[src/rtl/fetch_pkg.sv]
// Shared types and constants for the instruction fetch controller.
package fetch_pkg;

    localparam int unsigned XLEN = 32;

    typedef enum logic [1:0] {
        StIdle,
        StFetch,
        StHold
    } fetch_state_e;

    // Values loaded into the instruction holding register on reset
    localparam logic [XLEN-1:0] RstInst = '0;
    localparam logic [XLEN-1:0] RstPc   = '0;

endpackage

[src/rtl/fetch_ctrl_if.sv]
// Fetch controller bus: PC register, instruction memory and decode-side signals.
interface fetch_ctrl_if;
    import fetch_pkg::*;

    logic            start_i;
    logic [XLEN-1:0] pc_i;
    logic            stall_o;
    logic            mem_req_o;
    logic [XLEN-1:0] mem_addr_o;
    logic            mem_ack_i;
    logic [XLEN-1:0] mem_rdata_i;
    logic            id_stall_i;
    logic            flush_i;
    logic [XLEN-1:0] inst_o;
    logic [XLEN-1:0] inst_pc_o;
    logic            inst_valid_o;
    logic            timeout_o;

    // Controller side
    modport master (
        input  start_i, pc_i, mem_ack_i, mem_rdata_i, id_stall_i, flush_i,
        output stall_o, mem_req_o, mem_addr_o, inst_o, inst_pc_o, inst_valid_o, timeout_o
    );

    // Environment side (PC register, memory, decode)
    modport slave (
        output start_i, pc_i, mem_ack_i, mem_rdata_i, id_stall_i, flush_i,
        input  stall_o, mem_req_o, mem_addr_o, inst_o, inst_pc_o, inst_valid_o, timeout_o
    );

endinterface

[src/rtl/fetch_timer.sv]
// Fetch-wait watchdog: counts consecutive un-acked FETCH cycles and raises a
// sticky flag once TIMEOUT_CYC is reached. Only built with FETCH_TIMEOUT_EN.
module fetch_timer #(
    parameter int unsigned TIMEOUT_CYC = 16
) (
    input  logic clk,
    input  logic rst,
    input  logic waiting,
    output logic timeout
);

    localparam int unsigned CntW = $clog2(TIMEOUT_CYC + 1);
    localparam logic [CntW-1:0] Limit = CntW'(TIMEOUT_CYC);

    logic [CntW-1:0] cnt_q;
    logic            timeout_q;

    // Count while waiting (saturating at the limit); flag is cleared only by reset
    always_ff @(posedge clk or posedge rst) begin
        if (rst) begin
            cnt_q     <= '0;
            timeout_q <= 1'b0;
        end else if (waiting) begin
            if (cnt_q != Limit) begin
                cnt_q <= cnt_q + 1'b1;
            end
            if (cnt_q + 1'b1 == Limit) begin
                timeout_q <= 1'b1;
            end
        end else begin
            cnt_q <= '0;
        end
    end

    assign timeout = timeout_q;

endmodule

[src/rtl/fetch_ctrl.sv]
// Instruction fetch controller: requests the word at pc_i, stalls the PC
// until the memory acks, and registers the instruction for decode.
// Optional feature macro: FETCH_TIMEOUT_EN (adds the fetch-wait watchdog).
module fetch_ctrl
    import fetch_pkg::*;
#(
    parameter int unsigned TIMEOUT_CYC = 16
) (
    input logic          clk_i,
    input logic          rst_i,
    fetch_ctrl_if.master bus
);

    fetch_state_e    state_q;
    logic [XLEN-1:0] inst_q;
    logic [XLEN-1:0] inst_pc_q;
    logic            inst_valid_q;
    // Set when a flush hits an outstanding request; its ack must be thrown away
    logic            drop_q;

    assign bus.mem_addr_o   = bus.pc_i;
    assign bus.inst_o       = inst_q;
    assign bus.inst_pc_o    = inst_pc_q;
    assign bus.inst_valid_o = inst_valid_q;

    // Request and PC stall; the request is dropped in the same cycle start_i falls
    always_comb begin
        bus.mem_req_o = 1'b0;
        bus.stall_o   = 1'b0;
        case (state_q)
            StFetch: begin
                bus.mem_req_o = bus.start_i;
                bus.stall_o   = ~bus.mem_ack_i;
            end
            StHold: begin
                bus.stall_o = 1'b1;
            end
            default: ;
        endcase
    end

    // Control FSM and instruction register; priority start low > flush > ack > id_stall
    always_ff @(posedge clk_i or posedge rst_i) begin
        if (rst_i) begin
            state_q      <= StIdle;
            inst_q       <= RstInst;
            inst_pc_q    <= RstPc;
            inst_valid_q <= 1'b0;
            drop_q       <= 1'b0;
        end else if (!bus.start_i) begin
            state_q      <= StIdle;
            inst_valid_q <= 1'b0;
            drop_q       <= 1'b0;
        end else begin
            case (state_q)
                StIdle: begin
                    state_q <= StFetch;
                end
                StFetch: begin
                    if (bus.flush_i) begin
                        // An ack in this cycle is the stale one; otherwise drop the next
                        inst_valid_q <= 1'b0;
                        drop_q       <= ~bus.mem_ack_i;
                    end else if (bus.mem_ack_i && drop_q) begin
                        drop_q <= 1'b0;
                        if (!bus.id_stall_i) begin
                            inst_valid_q <= 1'b0;
                        end
                    end else if (bus.mem_ack_i) begin
                        inst_q       <= bus.mem_rdata_i;
                        inst_pc_q    <= bus.pc_i;
                        inst_valid_q <= 1'b1;
                        state_q      <= bus.id_stall_i ? StHold : StFetch;
                    end else if (!bus.id_stall_i) begin
                        inst_valid_q <= 1'b0;
                    end
                end
                StHold: begin
                    // Decode takes the held word this cycle (or it is flushed)
                    if (bus.flush_i || !bus.id_stall_i) begin
                        inst_valid_q <= 1'b0;
                        state_q      <= StFetch;
                    end
                end
                default: begin
                    state_q <= StIdle;
                end
            endcase
        end
    end

`ifdef FETCH_TIMEOUT_EN
    logic waiting;
    assign waiting = (state_q == StFetch) && !bus.mem_ack_i;

    fetch_timer #(
        .TIMEOUT_CYC(TIMEOUT_CYC)
    ) u_timer (
        .clk    (clk_i),
        .rst    (rst_i),
        .waiting(waiting),
        .timeout(bus.timeout_o)
    );
`else
    logic unused_timeout_cfg;
    assign unused_timeout_cfg = ^TIMEOUT_CYC;
    assign bus.timeout_o      = 1'b0;
`endif

endmodule

[src/flat_wrapper.sv]
// flat-port wrapper written by rule: the top's interface ports become plain ports
module fetch_ctrl_flat import fetch_pkg::*;
#(
    parameter int unsigned TIMEOUT_CYC = 16
)
  (clk_i, rst_i, bus_start_i, bus_pc_i, bus_mem_ack_i, bus_mem_rdata_i, bus_id_stall_i, bus_flush_i, bus_stall_o, bus_mem_req_o, bus_mem_addr_o, bus_inst_o, bus_inst_pc_o, bus_inst_valid_o, bus_timeout_o);
  fetch_ctrl_if bus_i ();
  input logic clk_i;
  input logic rst_i;
  input wire logic [$bits(bus_i.start_i)-1:0] bus_start_i;
  input wire logic [$bits(bus_i.pc_i)-1:0] bus_pc_i;
  input wire logic [$bits(bus_i.mem_ack_i)-1:0] bus_mem_ack_i;
  input wire logic [$bits(bus_i.mem_rdata_i)-1:0] bus_mem_rdata_i;
  input wire logic [$bits(bus_i.id_stall_i)-1:0] bus_id_stall_i;
  input wire logic [$bits(bus_i.flush_i)-1:0] bus_flush_i;
  output wire logic [$bits(bus_i.stall_o)-1:0] bus_stall_o;
  output wire logic [$bits(bus_i.mem_req_o)-1:0] bus_mem_req_o;
  output wire logic [$bits(bus_i.mem_addr_o)-1:0] bus_mem_addr_o;
  output wire logic [$bits(bus_i.inst_o)-1:0] bus_inst_o;
  output wire logic [$bits(bus_i.inst_pc_o)-1:0] bus_inst_pc_o;
  output wire logic [$bits(bus_i.inst_valid_o)-1:0] bus_inst_valid_o;
  output wire logic [$bits(bus_i.timeout_o)-1:0] bus_timeout_o;
  assign bus_i.start_i = bus_start_i;
  assign bus_i.pc_i = bus_pc_i;
  assign bus_i.mem_ack_i = bus_mem_ack_i;
  assign bus_i.mem_rdata_i = bus_mem_rdata_i;
  assign bus_i.id_stall_i = bus_id_stall_i;
  assign bus_i.flush_i = bus_flush_i;
  assign bus_stall_o = bus_i.stall_o;
  assign bus_mem_req_o = bus_i.mem_req_o;
  assign bus_mem_addr_o = bus_i.mem_addr_o;
  assign bus_inst_o = bus_i.inst_o;
  assign bus_inst_pc_o = bus_i.inst_pc_o;
  assign bus_inst_valid_o = bus_i.inst_valid_o;
  assign bus_timeout_o = bus_i.timeout_o;
  fetch_ctrl #(.TIMEOUT_CYC(TIMEOUT_CYC)) u_core (.clk_i(clk_i), .rst_i(rst_i), .bus(bus_i));
endmodule
[config.mk]
export PLATFORM = sky130hd
export DESIGN_NAME = fetch_ctrl_flat
export DESIGN_NICKNAME = d
export VERILOG_FILES = /design/src/rtl/fetch_pkg.sv /design/src/rtl/fetch_ctrl_if.sv /design/src/rtl/fetch_timer.sv /design/src/rtl/fetch_ctrl.sv /design/src/flat_wrapper.sv
export SDC_FILE = /design/constraint.sdc
export NUM_CORES = 1
export LEC_CHECK = 0
export CAP_MARGIN = 10
export CORE_MARGIN = 2
export CORE_UTILIZATION = 36
export DETAILED_ROUTE_END_ITERATION = 12
export PLACE_DENSITY = 0.77
export RECOVER_POWER = 25
export REMOVE_ABC_BUFFERS = 1
export SKIP_CTS_REPAIR_TIMING = 1
export SLEW_MARGIN = 10
export SYNTH_ARGS = -nofsm -noshare
export SYNTH_HDL_FRONTEND = slang
export SYNTH_SLANG_ARGS = --single-unit
[constraint.sdc]
create_clock -name clk_i -period 1.75 [get_ports clk_i]
set_input_delay 0.175 -clock clk_i [delete_from_list [all_inputs] [get_ports clk_i]]
set_output_delay 0.175 -clock clk_i [all_outputs]
set_load 0.01 [all_outputs]
==> results.py <==
metrics = {
    "run_status": {
        "status": "complete, but fails checks",
        "failed_checks": "negative setup slack",
    },
    "critical_path": {
        "criticalPathCategory": "reg2out",
        "crit_family": "buffers and inverters",
        "crit_cells": 6,
        "end_kind": "output pin",
        "startpoint_type": "flop",
        "slowest_delay_ps": 420,
        "cp_slowest_cell": "dfrtp_1",
        "cp_cell_sequence": "ha_4 -> buf_4 -> buf_4 -> nor2b_1 -> o21a_1 -> dlymetal6s2s_1",
        "worstPathBufferInverterCount": 3,
        "cpMostUsedCell": "buf_4",
        "cp_data_arrival_time_ps": 1660,
        "r2r_cells": 7,
        "critical_path.max_fanout": 6,
        "cp.required_ps": 1570,
    },
    "clock_network": {
        "cts-root-buf": "clkbuf_8",
        "cts_tree": "done",
        "htree_levels": 3,
        "clockBufferDepth": 2,
        "clk_pin_slew_ps": 80,
        "clk_latency_ps": 330,
        "numCtsBuffers": 9,
        "cts.sinks": 68,
    },
    "grt": {
        "grt_max_degree": 36,
        "grt-ovfl-total": 0,
        "antenna_found_initial": 0,
        "met2_usage_pct": 25.0,
        "grt_pass1_wl_um": 11800,
        "use_met3_pct": 3.55,
        "use_met1_pct": 19.8,
        "busiest_layer": "met2",
        "grtUsageTotal_pct": 15.3,
        "grt_pass1_vias": 2384,
    },
    "route": {
        "drt-total-wl_um": 7550,
        "vias": 2121,
        "vias_per_cell": 4.47,
        "drt_first_iter_violations": 26,
        "post-route-drc-count": 0,
        "ant_nets": 0,
        "wl_per_cell_um": 15.9,
        "drtPass1Iterations": 6,
    },
    "yosys": {
        "synth-seq-area-share_pct": 52.3,
        "netlist_instances": 202,
        "synth_area_leaders": "dfrtp_1 (52%), mux2_4 (28%), buf_4 (7.6%)",
        "synth_top_cell_by_area": "dfrtp_1",
        "yosysUniqueCellTypes": 24,
        "syn_area_um2": 3250,
        "syn_avg_cell_area_um2": 16.1,
        "yosysTopAreaCellShare_pct": 52.3,
        "ys_warn_count": 0,
        "ys_ff_latch": 68,
    },
    "cells_and_area": {
        "area_growth_pct": 58.9,
        "final_util_pct": 59.3,
        "n_antenna_cell": 0,
        "fill_cells": 717,
        "finalNetCount": 437,
        "drive_gt1_share_pct": 28.6,
    },
    "timing": {
        "worst_slack_ps": -87.6,
        "hold_ws_ps": 450,
        "tightest_slew_ps": 881,
        "slew_headroom_pct": 41.3,
        "hold_viol": 0,
        "setup_viol": 64,
        "finalCritPeriodShare_pct": 105,
        "slew_violations": 0,
        "min_period_ps": 1840,
        "fin_skew_ps": 9.78,
        "fmax_ghz": 0.544,
        "rsz0062_at_grt": "true",
    },
    "hold_path": {
        "worstHoldPathType": "in2reg",
        "min_path_cells": 2,
    },
    "power": {
        "ir_drop_v": 0.000689,
        "leakagePower_uw": 0.00229,
        "seqPwrFrac_pct": 37.0,
        "internal-power_uw": 5330,
        "switching_share_pct": 27.9,
        "clockPowerShare_pct": 17.1,
        "comb_power_share_pct": 45.9,
        "power_switching_uw": 2070,
        "p_per_area_nw_per_um2": 1430,
    },
    "place": {
        "dpl.hpwl_um": 5580,
        "gp_congestion": 0.785,
        "io_buffers": 168,
    },
    "die": {
        "die_x_um": 99.0,
        "initial_core_util_pct": 37.3,
        "die_area_um2": 9810,
        "placementRows": 34,
        "core_um2": 8720,
        "dieHeight_um": 99.0,
        "pin_count": 170,
    },
    "flow_run": {
        "maxCapViolCount": 0,
    },
}
stage by stage:
stage                     setup TNS [ps]  cell area [um^2]  power, uW  setup WS [ps]  cells
after global routing               -8150              5170       7770           -170    475
after CTS                          -4390              5040       7430           -337    469
after floorplan                  -185730              2870       4130          -2800    162
final                              -2850              5170       7390          -87.6    475
after detailed placement           -8330              4850       6110           -204    454
after global placement             -6820              4850       6050           -153    454
flip-flops by register name, indices dropped and copies added (netlist names):
register and cells:
u_core.state_q 2, u_core.bus.inst_pc_o 32, u_core.bus.inst_o 32, u_core.bus.inst_valid_o 1, u_core.drop_q 1
power groups by stage:
stage	logic, uW	registers, uW	clock network, uW
after floorplan	1110	3020	0
after global placement	3320	2720	0
after detailed placement	3380	2730	0
after CTS	3380	2740	1310
after global routing	3570	2840	1370
final	3390	2740	1260
synth_stat cells, drive strengths merged:
| master | n |
|---|---|
| dfrtp | 68 |
| mux2 | 64 |
| buf | 40 |
| inv | 5 |
| ha | 4 |
| nand2 | 3 |
| mux2i | 2 |
| nand4b | 2 |
| nor2b | 2 |
| o21ai | 2 |
| a21oi | 1 |
| a32o | 1 |
| and3 | 1 |
| conb | 1 |
| nand2b | 1 |
| nor2 | 1 |
| nor3b | 1 |
| nor4b | 1 |
| o21a | 1 |
| o311ai | 1 |
placed cells by master (no fill, tap or decap), types with 3 or more instances in the layout:
cell type / n
clkdlybuf4s50_1: 165
dfrtp_1: 68
mux2_4: 63
clkbuf_8: 10
buf_4: 10
inv_1: 4
buf_6: 4
ha_1: 3
clkinv_2: 3
buf_12: 3
worst paths after layout:
check,startpoint,to,slack (ps)
worst max register to register,u_core.state_q[1]$_DFFE_PP0P_,u_core.bus.inst_o[24]$_DFFE_PP0P_,-70
worst min register to register,u_core.bus.inst_pc_o[18]$_DFFE_PP0P_,u_core.bus.inst_pc_o[18]$_DFFE_PP0P_,520
max in group asynchronous,rst_i,u_core.bus.inst_pc_o[6]$_DFFE_PP0P_,620
worst max-delay path,u_core.state_q[0]$_DFFE_PP0P_,bus_stall_o,-90
min in group asynchronous,rst_i,u_core.bus.inst_o[7]$_DFFE_PP0P_,530
worst min-delay path,bus_mem_rdata_i[6],u_core.bus.inst_o[6]$_DFFE_PP0P_,450
per-layer routing:
layer / vias up / part of all wire [%]
met4: 0 / 1.1
met5: - / 0
met3: 8 / 6.0
li1: 979 / -
met1: 1052 / 41
met2: 82 / 52
final cells by class:
type / count / area [um^2] / area share [%]
inverter: 5 / 18.8 / 0.363
multi-input combinational: 89 / 1180 / 22.9
tap: 108 / 135 / 2.61
timing repair buffer: 190 / 1940 / 37.6
sequential: 68 / 1700 / 32.9
clock inverter: 5 / 52.6 / 1.02
clock buffer: 10 / 138 / 2.66
logic make-up after synthesis:
family | synth area share (%)
other | 0.115
adder cells (fa/ha/maj) | 1.54
AO/OA/AOI/OAI | 1.27
AND/OR/NAND/NOR | 2.81
buffers and inverters | 12.2
flip-flops | 52.3
multiplexers | 29.7
Power figures use the tool's default switching activity.
==> variant: new RTL, config.mk and constraints unchanged <==
Re-encode `fetch_state_e` (3 states) as one-hot, 3 bits wide.
--- a/src/rtl/fetch_pkg.sv
+++ b/src/rtl/fetch_pkg.sv
@@ -3,10 +3,10 @@
 
     localparam int unsigned XLEN = 32;
 
-    typedef enum logic [1:0] {
-        StIdle,
-        StFetch,
-        StHold
+    typedef enum logic [2:0] {
+        StIdle  = 3'b001,
+        StFetch = 3'b010,
+        StHold  = 3'b100
     } fetch_state_e;
 
     // Values loaded into the instruction holding register on reset
Behaviour: same outputs for any inputs over 4 cycles, from zero or initial values and one cycle with rst_i high; so few cycles prove little.
==> variant against the original RTL <==
- cell count shrank 1.1%
- utilization shrank 1.2 points
- sequential power shrank 18%
- largest cell class unchanged
- maximum frequency grew 11%
- cell area shrank 3.0%
- combinational power shrank 41%
- routed wire length shrank 4.8%
- total power shrank 23%
- sequential cell count grew 1
- area after synthesis shrank 2.5%
- clock skew shrank 2.6 ps
- die area shrank 2.4%
- setup slack gained 190 ps
==> variant: results (changes against the original RTL) <==
maximum fanout along the worst path = 2 (-4)
Seq/Total Area, Yosys = 54.5% (+2.2 points)
M2 GR Usage = 24.9% (-0.079 points)
largest net degree at the start of global routing = 70 (+94%)
layout cells sized above 1 = 28.2% (-0.43 points)
Final Skew = 7.20 ps (-2.58 ps)
met3 wire len = 640 um (+41%)
Worst R2R Setup Slack = 120 ps (+190 ps)
M1 WL = 2920 um (-6.1%)
commonest cells in the netlist = dfrtp_1, mux2_4, buf_4
Iteration-0 DRC Markers = 25 (-3.8%)
Peak VDD IR = 0.587 mV (-15%)
vias in the first global route = 2257 (-5.3%)
launch point of the worst path = u_core.state_q[2]
DP Worst Slack = -170 ps (+34.0 ps)
placed cells = 453 (-0.22%)
slowest CP cell = or3b_2
placed standard-cell area = 4800 um2 (-1.1%)
Final nets = 427 (-2.3%)
Worst Reg2Reg Path Length in Cells = 6 (-1)
CP max stage delay = 460 ps (+40 ps)
htree depth = 3 (unchanged)
final weighted congestion in routability-driven placement = 0.768 (-2.2%)
met1 Use GR = 19.8% (-0.077 points)
GR Util All Layers = 15.5% (+0.22 points)
asr flop ratio synth = 100% (unchanged)
LEAKAGE = 2.38 nW (+4.2%)
worst hold margin = 455 ps (+4.22 ps)
status = finished clean
vias = 2147 (+1.2%)
top post-synthesis cells by area = dfrtp_1, mux2_4, buf_4
final worst slack = 98.1 ps (+186 ps)
first-pass GRT wire length = 11800 um (-0.30%)
met3 usage = 6.16% (+2.6 points)
cell count after synthesis = 204 (+0.99%)
final wirelength = 7190 um (-4.8%)
sw frac = 25.6% (-2.3 points)
min-delay src = bus_mem_rdata_i[9]
reg2reg end = u_core.bus.inst_pc_o[23]
DP HPWL = 5430 um (-2.6%)
CP top delay family = simple AND/OR/NAND/NOR gates
maximum clock path buffer count = 2 (unchanged)
Worst Path Arrival = 1480 ps (-180 ps)
Hold EP = u_core.bus.inst_o[9]
Yosys cell types = 29 (+21%)
met2 wire length = 3580 um (-8.3%)
drt pass-1 iters = 4 (-2)
cts bufs inserted = 9 (unchanged)
Layout Cells excl Fill = 470 (-1.1%)
==> variant: changes by cell type after synthesis, sizes merged, moves of 2 or more <==
cell and delta:
mux2i -2, nand2b +2, inv -3, ha -4
buf +2, a21oi +2, nand4bb +2, nand4b -2
==> variant: power by group through the flow <==
stage                     registers [W]  clock network, W  logic [W]
after global placement          0.00225                 0    0.00199
after detailed placement        0.00227                 0    0.00202
final                           0.00224           0.00143    0.00200
after floorplan                 0.00244                 0   0.000597
after global routing            0.00230           0.00156    0.00212
after CTS                       0.00225           0.00149    0.00203
==> variant: kinds of logic after synthesis <==
kind of cell | share of synthesized area (%)
XOR/XNOR | 0.276
flip-flops | 54.5
buffers and inverters | 10.7
AND/OR/NAND/NOR | 3.87
other | 0.118
multiplexers | 28.5
AO/OA/AOI/OAI | 1.93
==> variant: final cells by class <==
type	count	area [um2]
fill	707	3620
tap	108	135
clock buffer	10	138
timing repair buffer	184	1810
multi-input combinational	91	1110
sequential	69	1730
inverter	2	7.51
clock inverter	6	86.3
